--- src/rtl/irs3_dac_update_sched_if.sv ---
// Request, loader and status signals of the IRS3 SBbias DAC update scheduler.
// master drives requests and loader busy; slave is the scheduler itself.
interface irs3_dac_update_sched_if;
    logic        irs_mode_i;
    logic        sw_wr_i;
    logic [11:0] sw_sbbias_i;
    logic        sw_ack_o;
    logic        servo_wr_i;
    logic [11:0] servo_sbbias_i;
    logic        servo_ack_o;
    logic        refresh_en_i;
    logic        err_clr_i;
    logic [11:0] sbbias_o;
    logic        irs_init_o;
    logic        irs_dac_busy_i;
    logic        busy_o;
    logic        pending_o;
    logic [15:0] update_count_o;
    logic        timeout_o;

    modport master (
        output irs_mode_i, sw_wr_i, sw_sbbias_i, servo_wr_i, servo_sbbias_i,
               refresh_en_i, err_clr_i, irs_dac_busy_i,
        input  sw_ack_o, servo_ack_o, sbbias_o, irs_init_o, busy_o, pending_o,
               update_count_o, timeout_o
    );

    modport slave (
        input  irs_mode_i, sw_wr_i, sw_sbbias_i, servo_wr_i, servo_sbbias_i,
               refresh_en_i, err_clr_i, irs_dac_busy_i,
        output sw_ack_o, servo_ack_o, sbbias_o, irs_init_o, busy_o, pending_o,
               update_count_o, timeout_o
    );
endinterface

--- src/rtl/irs3_dac_update_sched.sv ---
// Owns the IRS3 SBbias DAC value: arbitrates sw/servo/refresh requests and
// sequences the serial DAC loader with start/done timeouts and a holdoff gap.
module irs3_dac_update_sched #(
    parameter logic [11:0] SBBIAS_DEFAULT = 12'h7FF,
    parameter int unsigned REFRESH_BITS   = 24,
    parameter int unsigned START_TIMEOUT  = 64,
    parameter int unsigned DONE_TIMEOUT   = 8192,
    parameter int unsigned HOLDOFF        = 16
) (
    input logic                     clk_i,
    input logic                     rst_i,
    irs3_dac_update_sched_if.slave  bus
);

    localparam int unsigned CW = $clog2(START_TIMEOUT + DONE_TIMEOUT + HOLDOFF) + 1;

    typedef enum logic [2:0] {
        S_IDLE, S_LOAD, S_LAUNCH, S_WAIT_DONE, S_HOLDOFF
    } state_t;

    state_t                  state_q, state_d;
    logic [CW-1:0]           cnt_q, cnt_d;
    logic [REFRESH_BITS-1:0] ref_cnt_q, ref_cnt_d;
    logic [11:0]             sbbias_q, sbbias_d;
    logic [11:0]             sw_val_q, sw_val_d, servo_val_q, servo_val_d;
    logic                    sw_pend_q, sw_pend_d, servo_pend_q, servo_pend_d;
    logic                    ref_pend_q, ref_pend_d;
    logic                    sw_ack_q, sw_ack_d, servo_ack_q, servo_ack_d;
    logic                    init_q, init_d, busy_q, busy_d, pending_q, pending_d;
    logic                    timeout_q, timeout_d;
    logic [15:0]             count_q, count_d;
    logic                    sw_take, servo_take, ref_take, tmo_set, done;

    always_comb begin
        state_d    = state_q;
        cnt_d      = cnt_q;
        sbbias_d   = sbbias_q;
        sw_take    = 1'b0;
        servo_take = 1'b0;
        ref_take   = 1'b0;
        tmo_set    = 1'b0;
        done       = 1'b0;

        // Selected value is latched on the IDLE->LOAD edge so sbbias_o is
        // already settled for the whole LOAD cycle before init rises.
        case (state_q)
            S_IDLE: begin
                if (bus.irs_mode_i && !bus.irs_dac_busy_i &&
                    (sw_pend_q || servo_pend_q || ref_pend_q)) begin
                    state_d = S_LOAD;
                    if (sw_pend_q) begin
                        sw_take  = 1'b1;
                        sbbias_d = sw_val_q;
                    end else if (servo_pend_q) begin
                        servo_take = 1'b1;
                        sbbias_d   = servo_val_q;
                    end else begin
                        ref_take = 1'b1;
                    end
                end
            end
            S_LOAD: begin
                state_d = S_LAUNCH;
                cnt_d   = '0;
            end
            S_LAUNCH: begin
                if (bus.irs_dac_busy_i) begin
                    state_d = S_WAIT_DONE;
                    cnt_d   = '0;
                end else if (cnt_q == CW'(START_TIMEOUT - 1)) begin
                    tmo_set = 1'b1;
                    state_d = S_HOLDOFF;
                    cnt_d   = '0;
                end else begin
                    cnt_d = cnt_q + 1'b1;
                end
            end
            S_WAIT_DONE: begin
                if (!bus.irs_dac_busy_i) begin
                    done    = 1'b1;
                    state_d = S_HOLDOFF;
                    cnt_d   = '0;
                end else if (cnt_q == CW'(DONE_TIMEOUT - 1)) begin
                    tmo_set = 1'b1;
                    state_d = S_HOLDOFF;
                    cnt_d   = '0;
                end else begin
                    cnt_d = cnt_q + 1'b1;
                end
            end
            S_HOLDOFF: begin
                if (cnt_q == CW'(HOLDOFF - 1)) begin
                    state_d = S_IDLE;
                    cnt_d   = '0;
                end else begin
                    cnt_d = cnt_q + 1'b1;
                end
            end
            default: state_d = S_IDLE;
        endcase

        // A write in the consuming cycle re-arms the flag with the new value.
        sw_pend_d    = (sw_pend_q & ~sw_take) | bus.sw_wr_i;
        sw_val_d     = bus.sw_wr_i ? bus.sw_sbbias_i : sw_val_q;
        servo_pend_d = (servo_pend_q & ~servo_take) | bus.servo_wr_i;
        servo_val_d  = bus.servo_wr_i ? bus.servo_sbbias_i : servo_val_q;
        ref_pend_d   = (ref_pend_q & ~ref_take) | (bus.refresh_en_i && (ref_cnt_q == '1));

        if (state_q == S_LOAD)
            ref_cnt_d = '0;
        else if (bus.refresh_en_i)
            ref_cnt_d = ref_cnt_q + 1'b1;
        else
            ref_cnt_d = ref_cnt_q;

        timeout_d   = tmo_set | (timeout_q & ~bus.err_clr_i);
        count_d     = count_q + {15'd0, done};
        sw_ack_d    = bus.sw_wr_i;
        servo_ack_d = bus.servo_wr_i;
        init_d      = (state_d == S_LAUNCH);
        busy_d      = (state_d != S_IDLE);
        pending_d   = sw_pend_d | servo_pend_d | ref_pend_d;
    end

    always_ff @(posedge clk_i) begin
        if (rst_i) begin
            state_q      <= S_IDLE;
            cnt_q        <= '0;
            ref_cnt_q    <= '0;
            sbbias_q     <= SBBIAS_DEFAULT;
            sw_val_q     <= '0;
            servo_val_q  <= '0;
            sw_pend_q    <= 1'b0;
            servo_pend_q <= 1'b0;
            ref_pend_q   <= 1'b1;
            sw_ack_q     <= 1'b0;
            servo_ack_q  <= 1'b0;
            init_q       <= 1'b0;
            busy_q       <= 1'b0;
            pending_q    <= 1'b1;
            timeout_q    <= 1'b0;
            count_q      <= '0;
        end else begin
            state_q      <= state_d;
            cnt_q        <= cnt_d;
            ref_cnt_q    <= ref_cnt_d;
            sbbias_q     <= sbbias_d;
            sw_val_q     <= sw_val_d;
            servo_val_q  <= servo_val_d;
            sw_pend_q    <= sw_pend_d;
            servo_pend_q <= servo_pend_d;
            ref_pend_q   <= ref_pend_d;
            sw_ack_q     <= sw_ack_d;
            servo_ack_q  <= servo_ack_d;
            init_q       <= init_d;
            busy_q       <= busy_d;
            pending_q    <= pending_d;
            timeout_q    <= timeout_d;
            count_q      <= count_d;
        end
    end

    assign bus.sw_ack_o       = sw_ack_q;
    assign bus.servo_ack_o    = servo_ack_q;
    assign bus.sbbias_o       = sbbias_q;
    assign bus.irs_init_o     = init_q;
    assign bus.busy_o         = busy_q;
    assign bus.pending_o      = pending_q;
    assign bus.update_count_o = count_q;
    assign bus.timeout_o      = timeout_q;

endmodule
--- src/flat_wrapper.sv ---
// flat-port wrapper written by rule: the top's interface ports become plain ports
module irs3_dac_update_sched_flat 
#(
    parameter logic [11:0] SBBIAS_DEFAULT = 12'h7FF,
    parameter int unsigned REFRESH_BITS   = 24,
    parameter int unsigned START_TIMEOUT  = 64,
    parameter int unsigned DONE_TIMEOUT   = 8192,
    parameter int unsigned HOLDOFF        = 16
)
  (clk_i, rst_i, bus_irs_mode_i, bus_sw_wr_i, bus_sw_sbbias_i, bus_servo_wr_i, bus_servo_sbbias_i, bus_refresh_en_i, bus_err_clr_i, bus_irs_dac_busy_i, bus_sw_ack_o, bus_servo_ack_o, bus_sbbias_o, bus_irs_init_o, bus_busy_o, bus_pending_o, bus_update_count_o, bus_timeout_o);
  irs3_dac_update_sched_if bus_i ();
  input logic clk_i;
  input logic rst_i;
  input wire logic [$bits(bus_i.irs_mode_i)-1:0] bus_irs_mode_i;
  input wire logic [$bits(bus_i.sw_wr_i)-1:0] bus_sw_wr_i;
  input wire logic [$bits(bus_i.sw_sbbias_i)-1:0] bus_sw_sbbias_i;
  input wire logic [$bits(bus_i.servo_wr_i)-1:0] bus_servo_wr_i;
  input wire logic [$bits(bus_i.servo_sbbias_i)-1:0] bus_servo_sbbias_i;
  input wire logic [$bits(bus_i.refresh_en_i)-1:0] bus_refresh_en_i;
  input wire logic [$bits(bus_i.err_clr_i)-1:0] bus_err_clr_i;
  input wire logic [$bits(bus_i.irs_dac_busy_i)-1:0] bus_irs_dac_busy_i;
  output wire logic [$bits(bus_i.sw_ack_o)-1:0] bus_sw_ack_o;
  output wire logic [$bits(bus_i.servo_ack_o)-1:0] bus_servo_ack_o;
  output wire logic [$bits(bus_i.sbbias_o)-1:0] bus_sbbias_o;
  output wire logic [$bits(bus_i.irs_init_o)-1:0] bus_irs_init_o;
  output wire logic [$bits(bus_i.busy_o)-1:0] bus_busy_o;
  output wire logic [$bits(bus_i.pending_o)-1:0] bus_pending_o;
  output wire logic [$bits(bus_i.update_count_o)-1:0] bus_update_count_o;
  output wire logic [$bits(bus_i.timeout_o)-1:0] bus_timeout_o;
  assign bus_i.irs_mode_i = bus_irs_mode_i;
  assign bus_i.sw_wr_i = bus_sw_wr_i;
  assign bus_i.sw_sbbias_i = bus_sw_sbbias_i;
  assign bus_i.servo_wr_i = bus_servo_wr_i;
  assign bus_i.servo_sbbias_i = bus_servo_sbbias_i;
  assign bus_i.refresh_en_i = bus_refresh_en_i;
  assign bus_i.err_clr_i = bus_err_clr_i;
  assign bus_i.irs_dac_busy_i = bus_irs_dac_busy_i;
  assign bus_sw_ack_o = bus_i.sw_ack_o;
  assign bus_servo_ack_o = bus_i.servo_ack_o;
  assign bus_sbbias_o = bus_i.sbbias_o;
  assign bus_irs_init_o = bus_i.irs_init_o;
  assign bus_busy_o = bus_i.busy_o;
  assign bus_pending_o = bus_i.pending_o;
  assign bus_update_count_o = bus_i.update_count_o;
  assign bus_timeout_o = bus_i.timeout_o;
  irs3_dac_update_sched #(.SBBIAS_DEFAULT(SBBIAS_DEFAULT), .REFRESH_BITS(REFRESH_BITS), .START_TIMEOUT(START_TIMEOUT), .DONE_TIMEOUT(DONE_TIMEOUT), .HOLDOFF(HOLDOFF)) u_core (.clk_i(clk_i), .rst_i(rst_i), .bus(bus_i));
endmodule
--- config.mk ---
export PLATFORM = sky130hd
export DESIGN_NAME = irs3_dac_update_sched_flat
export DESIGN_NICKNAME = d
export VERILOG_FILES = /design/src/rtl/irs3_dac_update_sched_if.sv /design/src/rtl/irs3_dac_update_sched.sv /design/src/flat_wrapper.sv
export SDC_FILE = /design/constraint.sdc
export NUM_CORES = 1
export LEC_CHECK = 0
export ABC_AREA = 1
export BUFFER_PORTS_ARGS = -buffer_cell sky130_fd_sc_hd__buf_2
export CAP_MARGIN = 20
export CORE_MARGIN = 3
export CORE_UTILIZATION = 35
export CTS_BUF_LIST = sky130_fd_sc_hd__clkbuf_4
export CTS_CLUSTER_DIAMETER = 60
export DETAILED_ROUTE_END_ITERATION = 6
export SKIP_CTS_REPAIR_TIMING = 1
export SYNTH_ARGS = -nofsm -noshare
export SYNTH_HDL_FRONTEND = slang
export SYNTH_SLANG_ARGS = --single-unit
export TNS_END_PERCENT = 20
--- constraint.sdc ---
create_clock -name clk_i -period 5.7 [get_ports clk_i]
set_input_delay 0.285 -clock clk_i [delete_from_list [all_inputs] [get_ports clk_i]]
set_output_delay 0.285 -clock clk_i [all_outputs]
set_load 0.05 [all_outputs]
Word level (Yosys, flattened, before mapping)
Cells that the tools add are included.
{ "classes": {"n_addsub": 3, "n_eq_ne": 9, "mux": 33, "n_bitwise": 14, "reduce_logical": 12} }
{ "op_table": {"columns": ["op", "count"], "rows": [
  ["$mux 15", 5],
  ["$pmux 15 s4", 1],
  ["$add 24x1->24 const B", 1],
  ["$eq 24x24->1 const B", 1],
  ["$mux 12", 2],
  ["$mux 3", 6],
  ["$mux 1", 17],
  ["$add 16x1->16", 1],
  ["$add 15x1->15 const B", 1],
  ["$eq 15x13->1 const B", 1],
  ["$eq 15x4->1 const B", 1],
  ["$eq 15x6->1 const B", 1],
  ["$pmux 3 s5", 1],
  ["$eq 3x2->1 const B", 3],
  ["$or 1x1->1", 6],
  ["$and 1x1->1", 4],
  ["$not 1->1", 4],
  ["$reduce_bool 4->1", 1],
  ["$eq 3x1->1 const B", 1],
  ["$eq 3x3->1 const B", 1],
  ["$logic_and 1x1->1", 3],
  ["$logic_not 3->1", 1],
  ["$reduce_and 3->1", 1],
  ["$reduce_bool 3->1", 1],
  ["5 further kinds", 6]
]} }
{ "word_totals": {"register_bits": 103, "in_bits": 32, "out_inout_bits": 34, "word_cells": 87} }

Logic depth before layout (Yosys ltp)
{ "logic_depth": {"depth_word": 10, "mapped_depth": 12, "ltp_nobuf": 12} }

Least setup slack after synthesis
Ideal clock, no wire load.
{ "synth_path": {"kind": "register -> register", "startpoint": "reg u_core.state_q[1]", "endpoint": "reg u_core.count_q[14], in the netlist u_core.bus.update_count_o[14]", "setup_ps": 116, "t_arrival_ps": 1915, "t_required_ps": 5584, "setup_slack_ps": 3669, "stages_incl_launch_ff": 12, "path_buffers": 0, "period_less_slack_ps": 2031, "path_cell_list": "dfxtp_1 -> nand2_1 -> nor3_1 -> ha_1 -> ha_1 -> nand2_1 -> nor2_1 -> nand4_1 -> nor2_1 -> nand4_1 -> nand2_1 -> nor2_1"} }
{ "synth_between": {"elab_chain_cells": 3} }
{ "synth_rtl": {"columns": ["item", "line_no", "text"], "rows": [
  ["from (decl)", "irs3_dac_update_sched.sv:21", "state_t state_q, state_d;"],
  ["from (signal assigned)", "irs3_dac_update_sched.sv:144", "state_q <= state_d;"],
  ["$eq 3x2->1", "irs3_dac_update_sched.sv:46", "case (state_q)"],
  ["$mux 1", "irs3_dac_update_sched.sv:46", null],
  ["$add 16x1->16", "irs3_dac_update_sched.sv:117", "count_d = count_q + {15'd0, done};"],
  ["to (signal assigned)", "irs3_dac_update_sched.sv:159", "count_q <= count_d;"],
  ["to (decl)", "irs3_dac_update_sched.sv:31", "logic [15:0] count_q, count_d;"]
]} }
No other way between the ends.
A chain may end at the register's enable or synchronous reset.

Worst setup path in the final report
Ends and elaborated chain as after synthesis.

==> summary.md <==
| Metric | Value |
|---|---|
| Internal | `0.927 mW` |
| Cts bufs inserted | `9` |
| # setup viols final | `0` |
| Hold/Removal Path Class | `in -> reg` |
| Critical Path Stages | `11` |
| TritonCTS clock tree | `built` |
| Top cell type's share of synthesized area | `0.424` |
| PortBufs | `65` |
| Clock Path Buffers | `2` |
| Worst-path fanout max | `7` |
| DRT antenna net count | `0` |
| Core Area | `0.0134 mm2` |
| Leakage | `2.33 nW` |
| Rel. slew slack | `0.541` |
| Total gr overflow | `0` |
| Ports | `66` |
| Layout cells sized above 1 | `0.166` |
| Logic pwr share | `0.102` |
| CP startpoint kind | `flip-flop` |
| CP max-delay cell | `dfxtp_1` |
| GR Util met3 | `0.0363` |
| Post-synth EDFFs | `0` |
| CTS clk-pin slew, worst paths | `0.18 ns` |
| CTS Sinks | `103` |
| Data arrival, critical path | `2.57 ns` |
| Reg2reg start | `u_core.state_q[1]$_SDFF_PP0_` |
| Final Hold Vio Count | `0` |
| Post-Syn Area | `0.00487 mm2` |
| Antenna violations before repair | `1` |
| Net Count, Synth | `721` |
| H-tree levels | `3` |
| Post-synthesis area per instance | `7.11 um2` |
| Initial Utilization | `0.363` |
| Root Driver | `clkbuf_4` |
| Post-Synthesis Cells | `685` |
| GR peak layer | `met2` |
| Clock share of power | `0.315` |
| Placement Cell Area | `0.00531 mm2` |
| Setup crit end kind | `flip-flop` |
| Die area | `0.0154 mm2` |
| Outcome | `finished clean` |
| RSZ-0062 raised after global routing | `false` |
| Register area share after synthesis | `0.424` |
| Top delay family on crit path | `simple AND/OR/NAND/NOR gates` |
| Number of placed instances with taps included | `905` |
| Setup crit end | `u_core.bus.update_count_o[14]$_SDFF_PP0_` |
| Top FF cell, synth | `dfxtp_1` |
| Vias/cell | `4.71` |
| Synth area leaders | `dfxtp_1 42%, nand2_1 11%, nor2_1 8.6%, inv_1 5.7%, nand3_1 4.6%` |
| CP Class | `reg -> reg` |
| Iteration-0 DRC Markers | `286` |
| Psw | `0.373 mW` |
| Gr usage total | `0.151` |
| Final instance area | `0.00551 mm2` |
| WP buf/inv | `0` |
| First-pass GRT wire length | `18.8 mm` |
| Clk Latency, worst-skew pair | `0.47 ns` |
| Final Max Slew Viols | `0` |
| Cell taking the most area after synthesis | `dfxtp_1` |
| Max-Cap Viols | `0` |
| Drt total wl | `11.0 mm` |
| Final cycle utilization of the critical path | `0.385` |
| DRC | `0` |
| Max VDD drop | `0.000121 V` |
| Min Hold Slack | `0.0287 ns` |
| Pre-antenna DRT Iters | `4` |
| Distinct cell type count after synthesis | `43` |
| R2r worst-path depth | `11` |
| Final Wtd Congestion | `0.829` |
| Synthesis Warnings | `0` |
| Final min period | `2.19 ns` |
| Achievable clock frequency | `0.456 GHz` |
| Row count | `42` |
| Grt met1 use | `0.208` |
| Reg2Reg Capture Point | `u_core.bus.update_count_o[14]$_SDFF_PP0_` |
| Post-DP HPWL | `7.84 mm` |
| Vias in the first global route | `3979` |
| Register share of total power | `0.583` |
| Switching Fraction | `0.287` |
| Worst slew pin tran | `0.687 ns` |
| Die Y | `124 um` |
| Seq cells post-synth | `103` |
| Final setup TNS | `0 ns` |
| Layout net count | `780` |
| Largest net degree at the start of global routing | `53` |
| Area Growth Syn to Fin | `13.2%` |
| Fraction of registers with async set or reset after synthesis | `0` |
| CP Data Required Time | `6.07 ns` |
| Wire per inst | `11.8 um` |
| Die width | `124 um` |
| Worst Clk Skew | `0.0188 ns` |
| Crit path from | `u_core.state_q[1]$_SDFF_PP0_` |
| Worst-path cell chain | `nand2_1 > nor3_1 > ha_1 > ha_1 > nand2_1 > nor2_1 > nand4_1 > nor2_1 > nand4_1 > nand2_1 > nor2_1` |
| Pwr/cell area | `236 mW/mm2` |
| Non-Filler Instances | `926` |
| Worst path max stage delay | `0.52 ns` |
| Met2 Use GR | `0.233` |
| DR vias | `4358` |
| Reg-to-reg slack, setup | `3.51 ns` |
-- worst register-to-register path, delay by kind of cell (launching register included) --
kind | cells | cell delay [ns]
DFF | 1 | 0.52
adders and majority gates | 2 | 0.37
and+or+nand+nor | 9 | 1.21
-- cells in the final DEF (no fill, tap or decap), types with 16 or more instances in the layout --
| master | count |
|---|---|
| inv_1 | 74 |
| buf_2 | 65 |
| nand4_1 | 16 |
| nand3_1 | 45 |
| dfxtp_1 | 103 |
| o21ai_0 | 41 |
| a21oi_1 | 33 |
| nor2_1 | 111 |
| nand2_1 | 137 |
| nor3_1 | 16 |
-- per-stage QoR --
stage	worst slack [ns]	total power, mW	utilization
after detailed placement	3.50	0.905	0.396
after global routing	3.20	1.37	0.411
final	3.51	1.30	0.411
after floorplan	3.67	0.869	-
after CTS	3.48	1.32	0.408
after global placement	3.57	0.904	0.396
-- Yosys cell counts, types with 2 or more instances --
cell type,number
a21oi_1,33
a21oi_2,8
a31oi_1,3
and2_1,2
buf_2,5
buf_4,2
clkbuf_1,14
dfxtp_1,103
ha_1,4
inv_1,74
inv_2,3
nand2_1,137
nand2_2,8
nand3_1,45
nand3_2,6
nand3b_1,2
nand4_1,16
nor2_1,111
nor2_2,8
nor2_4,2
nor3_1,16
nor4_1,2
o211ai_1,8
o21ai_0,41
o311ai_1,3
or2_2,2
xnor2_1,2
xor2_1,10
-- power by group through the flow --
| stage | registers (mW) | clock network (mW) | logic [mW] |
|---|---|---|---|
| final | 0.758 | 0.409 | 0.132 |
| after global routing | 0.761 | 0.458 | 0.148 |
| after CTS | 0.759 | 0.431 | 0.132 |
| after detailed placement | 0.774 | 0 | 0.131 |
| after global placement | 0.774 | 0 | 0.130 |
| after floorplan | 0.796 | 0 | 0.0733 |
-- cell type report --
class	instances	area [um2]
Antenna cell	1	2.50
Tap cell	176	220
Fill cell	1431	7890
Multi-Input combinational cell	482	2400
Clock buffer	9	67.6
Sequential cell	103	2060
Timing Repair Buffer	70	373
Inverter	78	293
Clock inverter	7	91.3
-- registers in the layout, summed over array words and instances (netlist names) --
name                       cells
u_core.bus.busy_o              1
u_core.bus.irs_init_o          1
u_core.bus.pending_o           1
u_core.bus.sbbias_o           12
u_core.bus.servo_ack_o         1
u_core.bus.sw_ack_o            1
u_core.bus.timeout_o           1
u_core.bus.update_count_o     16
u_core.cnt_q                  15
u_core.ref_cnt_q              24
u_core.ref_pend_q              1
u_core.servo_pend_q            1
u_core.servo_val_q            12
u_core.state_q                 3
u_core.sw_pend_q               1
u_core.sw_val_q               12
-- layer usage --
layer	vias up	wire [um]
li1	2352	-
met1	1943	5460
met2	54	4940
met3	9	419
met4	0	153
met5	-	0
-- cell families after synthesis --
logic type,synth area share
fa+ha+maj,0.0103
compound gates,0.125
buf+inv,0.0833
xor+xnor,0.0216
flops,0.424
simple gates,0.336
-- how the worst min path moves through the flow --
stage | from | to | slack, ns | depth (start not counted)
global route | bus_sw_sbbias_i[3] | u_core.sw_val_q[3]$_SDFFE_PP0P_ | 0.005 | 3
finish | bus_sw_sbbias_i[3] | u_core.sw_val_q[3]$_SDFFE_PP0P_ | 0.03 | 3
floorplan | bus_sw_wr_i | u_core.sw_pend_q$_SDFF_PP0_ | 0.41 | 2
global placement | u_core.servo_val_q[5]$_SDFFE_PP0P_ | u_core.servo_val_q[5]$_SDFFE_PP0P_ | 0.45 | 2
CTS | bus_sw_sbbias_i[2] | u_core.sw_val_q[2]$_SDFFE_PP0P_ | -0.008 | 3
detailed placement | u_core.servo_val_q[7]$_SDFFE_PP0P_ | u_core.servo_val_q[7]$_SDFFE_PP0P_ | 0.45 | 2
Power figures use the tool's default switching activity.
